## src/rtl/rx_engine_pkg.sv

```systemverilog
// Shared UART receive definitions: port ids, FSM encoding, baud count table.
// Latency: n/a (declarations only).
// Backpressure: n/a.
package rx_engine_pkg;

  // Default CPU port ids for the receive side
  localparam logic [15:0] RX_DATA_PORT_DEF = 16'h0000;
  localparam logic [15:0] RX_STAT_PORT_DEF = 16'h0001;

  // Wide enough for the slowest baud count (333333)
  localparam int CNT_W = 19;

  typedef enum logic [2:0] {
    IDLE  = 3'd0,
    START = 3'd1,
    DATA  = 3'd2,
    STOP  = 3'd3,
    DONE  = 3'd4
  } rx_state_t;

  // Clocks per bit at 100 MHz for each baud select code
  function automatic logic [CNT_W-1:0] baud_count(input logic [3:0] sel);
    logic [CNT_W-1:0] k;
    case (sel)
      4'd0:    k = CNT_W'(333333);
      4'd1:    k = CNT_W'(83333);
      4'd2:    k = CNT_W'(41667);
      4'd3:    k = CNT_W'(20833);
      4'd4:    k = CNT_W'(10417);
      4'd5:    k = CNT_W'(5208);
      4'd6:    k = CNT_W'(2604);
      4'd7:    k = CNT_W'(1736);
      4'd8:    k = CNT_W'(868);
      4'd9:    k = CNT_W'(434);
      4'd10:   k = CNT_W'(217);
      4'd11:   k = CNT_W'(109);
      default: k = CNT_W'(868);
    endcase
    return k;
  endfunction

endpackage

```

## src/rtl/rx_sync.sv

```systemverilog
// Two-flop synchroniser for the async rx line plus a falling-edge pulse.
// Latency: rx_s lags rx by 2 cycles; rx_fall pulses on the cycle rx_s first reads 0.
// Backpressure: none; free-running.
module rx_sync (
  input  logic clk,
  input  logic reset,
  input  logic rx,
  output logic rx_s,
  output logic rx_fall
);

  logic sync1;
  logic sync2;
  logic sync_prev;

  // Resample rx into the clk domain and keep one more stage for edge detect;
  // all stages reset to the idle-high line level so reset release cannot fake a start.
  always_ff @(posedge clk or negedge reset) begin
    if (!reset) begin
      sync1     <= 1'b1;
      sync2     <= 1'b1;
      sync_prev <= 1'b1;
    end else begin
      sync1     <= rx;
      sync2     <= sync1;
      sync_prev <= sync2;
    end
  end

  assign rx_s    = sync2;
  assign rx_fall = sync_prev & ~sync2;

endmodule

```

## src/rtl/rx_engine.sv

```systemverilog
// UART receiver with CPU-readable data and status ports; rxrdy is the interrupt level.
// Latency: stop bit sampled k/2 + (n+1)*k cycles after start detect; rxrdy follows shortly after.
// Backpressure: none; an unread byte is overwritten by the next frame and ovf is flagged.
module rx_engine
  import rx_engine_pkg::*;
#(
  parameter logic [15:0] RX_DATA_PORT = RX_DATA_PORT_DEF,
  parameter logic [15:0] RX_STAT_PORT = RX_STAT_PORT_DEF
) (
  input  logic        clk,
  input  logic        reset,
  input  logic        rx,
  input  logic [3:0]  baud_in,
  input  logic        Eight,
  input  logic        Pen,
  input  logic        OHEL,
  input  logic [15:0] port_id,
  input  logic        read_strobe,
  output logic [15:0] in_port,
  output logic        rxrdy
);

  logic            rx_s;
  logic            rx_fall;

  rx_state_t       state;
  logic [CNT_W-1:0] cnt;
  logic [CNT_W-1:0] k_l;
  logic [3:0]      bit_idx;
  logic [3:0]      last_idx;
  logic [8:0]      shreg;
  logic            eight_l;
  logic            pen_l;
  logic            ohel_l;
  logic            stop_sample;

  logic [7:0]      rx_data;
  logic            perr;
  logic            ferr;
  logic            ovf;

  logic [7:0]      frm_data;
  logic            frm_par;
  logic            frm_perr;
  logic            commit;
  logic            data_rd;
  logic            stat_rd;

  rx_sync u_rx_sync (
    .clk     (clk),
    .reset   (reset),
    .rx      (rx),
    .rx_s    (rx_s),
    .rx_fall (rx_fall)
  );

  // Index of the final bit in the frame (data bits plus optional parity)
  assign last_idx = 4'd6 + {3'b000, eight_l} + {3'b000, pen_l};

  assign commit  = (state == DONE);
  assign data_rd = read_strobe & (port_id == RX_DATA_PORT);
  assign stat_rd = read_strobe & (port_id == RX_STAT_PORT);

  // Split the shift register into data byte and parity bit for the latched word length
  always_comb begin
    frm_data = {1'b0, shreg[6:0]};
    frm_par  = shreg[7];
    if (eight_l) begin
      frm_data = shreg[7:0];
      frm_par  = shreg[8];
    end
  end

  assign frm_perr = pen_l & ((^frm_data ^ frm_par) != ohel_l);

  // Frame FSM: latch settings at start, time each bit centre, shift bits in LSB first
  always_ff @(posedge clk or negedge reset) begin
    if (!reset) begin
      state       <= IDLE;
      cnt         <= '0;
      k_l         <= '0;
      bit_idx     <= '0;
      shreg       <= '0;
      eight_l     <= 1'b0;
      pen_l       <= 1'b0;
      ohel_l      <= 1'b0;
      stop_sample <= 1'b0;
    end else begin
      case (state)
        IDLE: begin
          if (rx_fall) begin
            state   <= START;
            k_l     <= baud_count(baud_in);
            cnt     <= baud_count(baud_in) >> 1;
            eight_l <= Eight;
            pen_l   <= Pen;
            ohel_l  <= OHEL;
            shreg   <= '0;
          end
        end
        START: begin
          if (cnt == '0) begin
            // A line that is high again at mid start bit was a glitch
            if (rx_s) begin
              state <= IDLE;
            end else begin
              state   <= DATA;
              cnt     <= k_l - CNT_W'(1);
              bit_idx <= '0;
            end
          end else begin
            cnt <= cnt - CNT_W'(1);
          end
        end
        DATA: begin
          if (cnt == '0) begin
            shreg[bit_idx] <= rx_s;
            cnt            <= k_l - CNT_W'(1);
            bit_idx        <= bit_idx + 4'd1;
            if (bit_idx == last_idx) begin
              state <= STOP;
            end
          end else begin
            cnt <= cnt - CNT_W'(1);
          end
        end
        STOP: begin
          if (cnt == '0) begin
            stop_sample <= rx_s;
            state       <= DONE;
          end else begin
            cnt <= cnt - CNT_W'(1);
          end
        end
        DONE: begin
          state <= IDLE;
        end
        default: begin
          state <= IDLE;
        end
      endcase
    end
  end

  // Commit the frame into the CPU-visible registers; reads clear rxrdy / ovf otherwise
  always_ff @(posedge clk or negedge reset) begin
    if (!reset) begin
      rx_data <= '0;
      perr    <= 1'b0;
      ferr    <= 1'b0;
      ovf     <= 1'b0;
      rxrdy   <= 1'b0;
    end else if (commit) begin
      rx_data <= frm_data;
      perr    <= frm_perr;
      ferr    <= ~stop_sample;
      ovf     <= ovf | (rxrdy & ~data_rd);
      rxrdy   <= 1'b1;
    end else begin
      if (data_rd) begin
        rxrdy <= 1'b0;
      end
      if (stat_rd) begin
        ovf <= 1'b0;
      end
    end
  end

  // Read mux is decoded from port_id alone; read_strobe only gates the clear side effects
  always_comb begin
    in_port = '0;
    if (port_id == RX_DATA_PORT) begin
      in_port = {8'h00, rx_data};
    end else if (port_id == RX_STAT_PORT) begin
      in_port = {12'h000, ovf, ferr, perr, rxrdy};
    end
  end

endmodule

```

## config.mk

```make
export PLATFORM = sky130hd
export DESIGN_NAME = rx_engine
export DESIGN_NICKNAME = d
export VERILOG_FILES = /design/src/rtl/rx_engine_pkg.sv /design/src/rtl/rx_sync.sv /design/src/rtl/rx_engine.sv
export SDC_FILE = /design/constraint.sdc
export NUM_CORES = 1
export LEC_CHECK = 0
export BUFFER_PORTS_ARGS = -buffer_cell sky130_fd_sc_hd__buf_2
export CAP_MARGIN = 20
export CORE_MARGIN = 3
export CORE_UTILIZATION = 35
export CTS_CLUSTER_SIZE = 24
export DETAILED_ROUTE_END_ITERATION = 16
export HOLD_SLACK_MARGIN = 0.08
export RECOVER_POWER = 100
export SLEW_MARGIN = 30
export SYNTH_ARGS = -nofsm -noshare
export SYNTH_HDL_FRONTEND = slang
export SYNTH_SLANG_ARGS = --single-unit
```

## constraint.sdc

```tcl
create_clock -name clk -period 2.3 [get_ports clk]
set_clock_uncertainty 0.15 [all_clocks]
set_input_delay 0 -clock clk [delete_from_list [all_inputs] [get_ports clk]]
set_output_delay 0 -clock clk [all_outputs]
set_load 0.1 [all_outputs]
```

# [After elaboration in Yosys (flattened, before gate mapping)]
# Memories as Yosys holds them, arrays and structs flattened. A register that Yosys moved wholly into a read port is not among the register bits.
# Index checks and enable logic that the tools add are counted.
[totals] reg_bits=73 latchBits=0 mem_bits_rw=0 romBits=576 input_bits=27 output_inout_bits=17 elab_cells=99 n_memories=2
[classes] add_sub_neg=5 n_mul=0 n_div=0 n_lt_le_gt_ge=2 eq_ne=15 n_shift=0 n_mux=31 n_bitwise=10 n_reduce_logical=17
[mem_list] name="(name not given)" words=16 width=18 rd=1 rd_ports_with_merged_regs=1 write_ports=0 line_no="rx_engine_pkg.sv:24" rtl="case (sel)"
[mem_list] name="(name not given)" words=16 width=18 rd=1 rd_ports_with_merged_regs=0 write_ports=0 line_no="rx_engine_pkg.sv:24"
[ops] cell="two-way mux 19 bit" n=5
[ops] cell="case mux 19 bit (4 select lines)" n=1
[ops] cell="subtractor 19 x 1 -> 19 bit, second input constant" n=2
[ops] cell="zero test 19 bit" n=1
[ops] cell="two-way mux 9 bit" n=2
[ops] cell="case mux 9 bit (2 select lines)" n=1
[ops] cell="== test 16 x 1 -> 1 bit, second input constant" n=1
[ops] cell="zero test 16 bit" n=1
[ops] cell="two-way mux 4 bit" n=4
[ops] cell="two-way mux 8 bit" n=2
[ops] cell="two-way mux 3 bit" n=5
[ops] cell="inequality test 2 bit, second input constant" n=7
[ops] cell="case mux 3 bit (4 select lines)" n=1
[ops] cell="bitwise mux 9 bit" n=1
[ops] cell="case mux 4 bit (2 select lines)" n=1
[ops] cell="AND reduction 4 bit" n=2
[ops] cell="nonzero test 2 bit" n=4
[ops] cell="parity 8 bit" n=1
[ops] cell="== test 3 x 2 -> 1 bit, second input constant" n=2
[ops] cell="two-way mux 1 bit" n=6
[ops] cell="bitwise AND 1 bit" n=5
[ops] cell="less-than comparator 4 x 5 -> 1 bit, second input constant" n=1
[ops] cell="AND reduction 5 bit" n=1
[ops] cell="adder 3 x 1 -> 4 bit, first input constant" n=1
[ops] cell="19 further kinds" n=22

# [Longest topological paths before layout]
[depth] ltp_word=7 ltp_mapped=9 mapped_depth_nobuf=8

# [Modules after synthesis]
# Synthesis repeated with hierarchy kept, for this count alone.
[unflattened] cells_unflattened=566 area_unflattened_um2=4897.2
[by_module_without_submodules] module="rx_engine" instances=1 cells_each=562 area_per_inst_um2=4804.6 seq_area_each_um2=1726.7
[by_module_without_submodules] module="rx_sync" instances=1 cells_each=4 area_per_inst_um2=92.6 seq_area_each_um2=78.8

# [Least setup slack after synthesis]
# No wires, ideal clock.
[synth_timing] path_type="register -> output" from="register rxrdy" to="output in_port[0]" arrival_ns=2.384 t_required_ns=2.150 slack_ns=-0.234 stages_incl_launch_ff=3 path_buffers=0 cell_sequence="dfrtp_1 > mux2i_1 > nor2_1"
[synth_via] elab_chain_cells=2
[synth_rtl] item="from (decl)" line_no="rx_engine.sv:20" rtl="output logic rxrdy"
[synth_rtl] item="from (signal assigned)" line_no="rx_engine.sv:152" rtl="rxrdy <= 1'b0;"
[synth_rtl] item="from (signal assigned)" line_no="rx_engine.sv:158" rtl="rxrdy <= 1'b1;"
[synth_rtl] item="from (signal assigned)" line_no="rx_engine.sv:161" rtl="rxrdy <= 1'b0;"
[synth_rtl] item="two-way mux 4 bit" line_no="rx_engine.sv:174" rtl="end else if (port_id == RX_STAT_PORT) begin"
[synth_rtl] item="two-way mux 8 bit" line_no="rx_engine.sv:172" rtl="if (port_id == RX_DATA_PORT) begin"
[synth_rtl] item="to (decl)" line_no="rx_engine.sv:19" rtl="output logic [15:0] in_port,"
# Every way passes these cells.

# [Worst setup path after layout]
[layout_timing] from="register cnt[14]" to="register cnt[13]"
[layout_via] elab_chain_cells=3 word_cells_on_any_way=7 classes_between="eq/ne: 2; mux: 3; reduce/logical: 2"
[layout_rtl] item="from (decl)" line_no="rx_engine.sv:27" rtl="logic [CNT_W-1:0] cnt;"
[layout_rtl] item="from (signal assigned)" line_no="rx_engine.sv:94" rtl="cnt <= baud_count(baud_in) >> 1;"
[layout_rtl] item="from (signal assigned)" line_no="rx_engine.sv:108" rtl="cnt <= k_l - CNT_W'(1);"
[layout_rtl] item="from (signal assigned)" line_no="rx_engine.sv:112" rtl="cnt <= cnt - CNT_W'(1);"
[layout_rtl] item="zero test 19 bit *" line_no="rx_engine.sv:102, rx_engine.sv:116, rx_engine.sv:128"
[layout_rtl] item="inequality test 3 bit (no source line), or another cell as far along"
[layout_rtl] item="AND reduction 4 bit (no source line) or case mux 19 bit (4 select lines) (tied branches)"
# Every way passes the cells marked *; elsewhere a longest branch is shown, timed or not.
# A chain may end at the register's enable or synchronous reset.

==> metrics.txt <==
CP arrival=2350 ps; status=complete, but fails checks; RSZ-0062 raised after global routing=yes; Mean Syn Cell Area=8.32 um^2; Initial Util=approximately 37%; global-route wire length before repair=22300 um; Layout Cell Area excl Fill=5990 um^2; Pwr Total=5.92 mW; final WL=13800 um; Clock Tree Buf Depth=2; Period minus WS final=2290 ps; sw power=~2.3 mW; Register-to-Register Path Depth=8; Synth Cell Area=4680 um^2; Layout Cells excl Fill=between 800 and 900; Chip Height=122 um; Area after DPL=5340 um^2; final layout net count=690; maximum vdd ir drop=0.000674 V; FF-to-FF Start=cnt[14]$_DFFE_PN0P_; ys async rst share=100%; violated checks=capacitance limit, slew limit; sequential fraction of the synthesis area=38.6%; Startpoint Class=flop; Least-Margin Pin Slew=1820 ps; TritonCTS clock tree=built; cell taking the most area after synthesis=dfrtp_1; final setup fails=0; Flop pwr share=between 30% and 40%; cells after synthesis=563; PwrDens=~1000 nW/um^2; switching share of total power=38.2%; PortBufs=35; via count=between 4000 and 5000; clock share of power=25.6%; share of cells above drive strength 1=22.6%; CTS HTree Levels=3; clock sinks=72; WL/cell=16.7 um; GRT Residual Overflow=0; Max-Cap Viols=1; gpl congestion=0.887; fmax=about 0.44 GHz; Required @ worst endpoint=2360 ps; period utilization=99.7%; count leader, synth=nand2_1; Crit Path Category=flop to flop; die area=~15000 um^2; Util after Layout=46.7%; EDFF count, synth=0; Pleak=~2.7 nW; largest net degree at the start of global routing=34; Root Buffer=clkbuf_16; HP Class=input port to flop; Detailed Place HPWL=between 10000 and 15000 um; combinational fraction of design power=40.4%; synth unique cells=63; top cells by area, synth=dfrtp_1 37%, nand2_1 7.2%, o21ai_0 6.3%; critical path fanouts, max=8; Worst-path clk slew=60 ps; hold path cells=7; synth cell count leaders=90 x nand2_1, 69 x dfrtp_1, 59 x o21ai_0; core area=12800 um^2; clk_lat worst skew=about 340 ps; Inst Count DP=790; Area Overhead vs Synth=27.9%; YS warnings=0; Reg2Reg Setup Slack=7 ps; drt drc=0; via/cell ratio=5.35; drt pass-1 iters=5; CTS Buf Count=9; hold endpoint=rxrdy$_DFFE_PN0P_; reg2reg end=cnt[13]$_DFFE_PN0P_; Final Max Tran Viols=30; area fraction of the dominant cell type after synthesis=between 30% and 40%; ANT cells=0; hold_sp=port_id[15]; Post-Place Setup Slack=-55.7 ps; relative max-transition margin=-21.2%; internal power=3.66 mW; io pins=44; initial drt markers=301; Hold Vio Cnt, Final=0; setup ws final=7.10 ps; Core Rows=41; Routed Antenna Nets=0; GRT Total Usage=between 10% and 20%; antenna violations before repair=0; vias in the first global route=4295; Seq cells post-synth=approximately 70; die width=122 um; prevailing post-synth register cell=dfrtp_1; crit path capture type=flop
==> cells by family (layout without fill, tap and decap cells) <==
kind of cell	count (synthesis)	count (layout)	share of synthesized area, %
flops	72	72	38.6
buf+inv	61	146	5.80
xor+xnor	34	34	6.36
simple gates	220	220	22.5
other cells	1	8	0.0801
compound gates	144	144	19.1
fa+ha+maj	13	13	3.47
mux	18	18	4.09
==> repair_timing <==
action | 4_1_cts | 5_1_grt
resized for setup | 3 | 37
setup endpoints to repair | 11 | 33
cloned | 0 | 2
pin swaps | 0 | 8
setup buffers | 0 | 6
hold buffers | 13 | 0
endpoints found under the hold margin | 45 | 0
==> through the flow <==
step | hold slack [ps] | TNS [ps]
after detailed placement | -41.5 | -171
after global placement | -55.4 | -10.8
after CTS | 135 | 0
after global routing | 138 | -656
after floorplan | -446 | -69.1
final | 141 | 0
==> power groups by stage <==
| stage | combinational, mW | clock [mW] | sequential [mW] |
|---|---|---|---|
| after floorplan | 1.45 | 0 | 1.90 |
| after global placement | 2.17 | 0 | 2.01 |
| after detailed placement | 2.21 | 0 | 2.02 |
| after CTS | 2.24 | 1.54 | 2.01 |
| after global routing | 2.63 | 1.61 | 2.06 |
| final | 2.39 | 1.51 | 2.01 |
==> critical path, stage by stage (launching register included) <==
cell      delay, ps
dfrtp_1         400
nor4_4          300
buf_4           160
nand2_2          40
or4_4           540
o21ai_4         170
buf_12          140
buf_12          120
o221ai_1        120
==> worst max path at each step <==
stage,end,start,slack [ps],depth (start not counted)
floorplan,cnt[17]$_DFFE_PN0P_,cnt[7]$_DFFE_PN0P_,-70,8
global placement,cnt[14]$_DFFE_PN0P_,cnt[0]$_DFFE_PN0P_,-6,8
detailed placement,cnt[17]$_DFFE_PN0P_,cnt[7]$_DFFE_PN0P_,-60,6
CTS,cnt[17]$_DFFE_PN0P_,cnt[7]$_DFFE_PN0P_,40,6
global route,bit_idx[0]$_DFFE_PN0P_,cnt[0]$_DFFE_PN0P_,-60,7
finish,cnt[13]$_DFFE_PN0P_,cnt[14]$_DFFE_PN0P_,7,8
==> layout by cell type, fill, tap and decap left out, drive strengths merged, types with 3 or more instances in the layout <==
cell	n
dfstp	3
nand2	91
nor3	15
mux2	9
ha	13
a22o	4
and2	5
dfrtp	69
nor4	13
a21oi	21
clkbuf	23
nand3	16
nand3b	4
and3	4
o22ai	8
conb	8
o32ai	3
nand4	5
xor2	15
o211ai	6
a211oi	3
dlygate4sd3	13
or4	5
mux2i	9
o31ai	4
xnor2	19
nor2	48
inv	22
o21ai	64
a31oi	8
buf	83
nand2b	4
==> per-layer routing <==
metal  routed length [um]  GRT usage (%)  vias to the layer above
met5                    0              0                        -
met4                  334           7.77                        0
met3                  568           3.11                       21
met2                 6880           32.6                      110
met1                 5990           24.3                     2142
li1                     -              -                     2153
==> sequential cells by signal, indices dropped and copies added (netlist names) <==
register,cells
bit_idx,4
cnt,19
eight_l,1
ferr,1
k_l,18
ohel_l,1
ovf,1
pen_l,1
perr,1
rx_data,8
rxrdy,1
shreg,9
state,3
stop_sample,1
u_rx_sync.rx_s,1
u_rx_sync.sync1,1
u_rx_sync.sync_prev,1
==> area by class of cell <==
class	count	area, um^2
clock inverter	6	92.6
clock buffer	10	229
tap	172	215
multi-input combinational	437	2700
fill	1265	6840
timing repair buffer	109	860
inverter	21	78.8
sequential	72	1810
(Power assumes the default switching activity.)
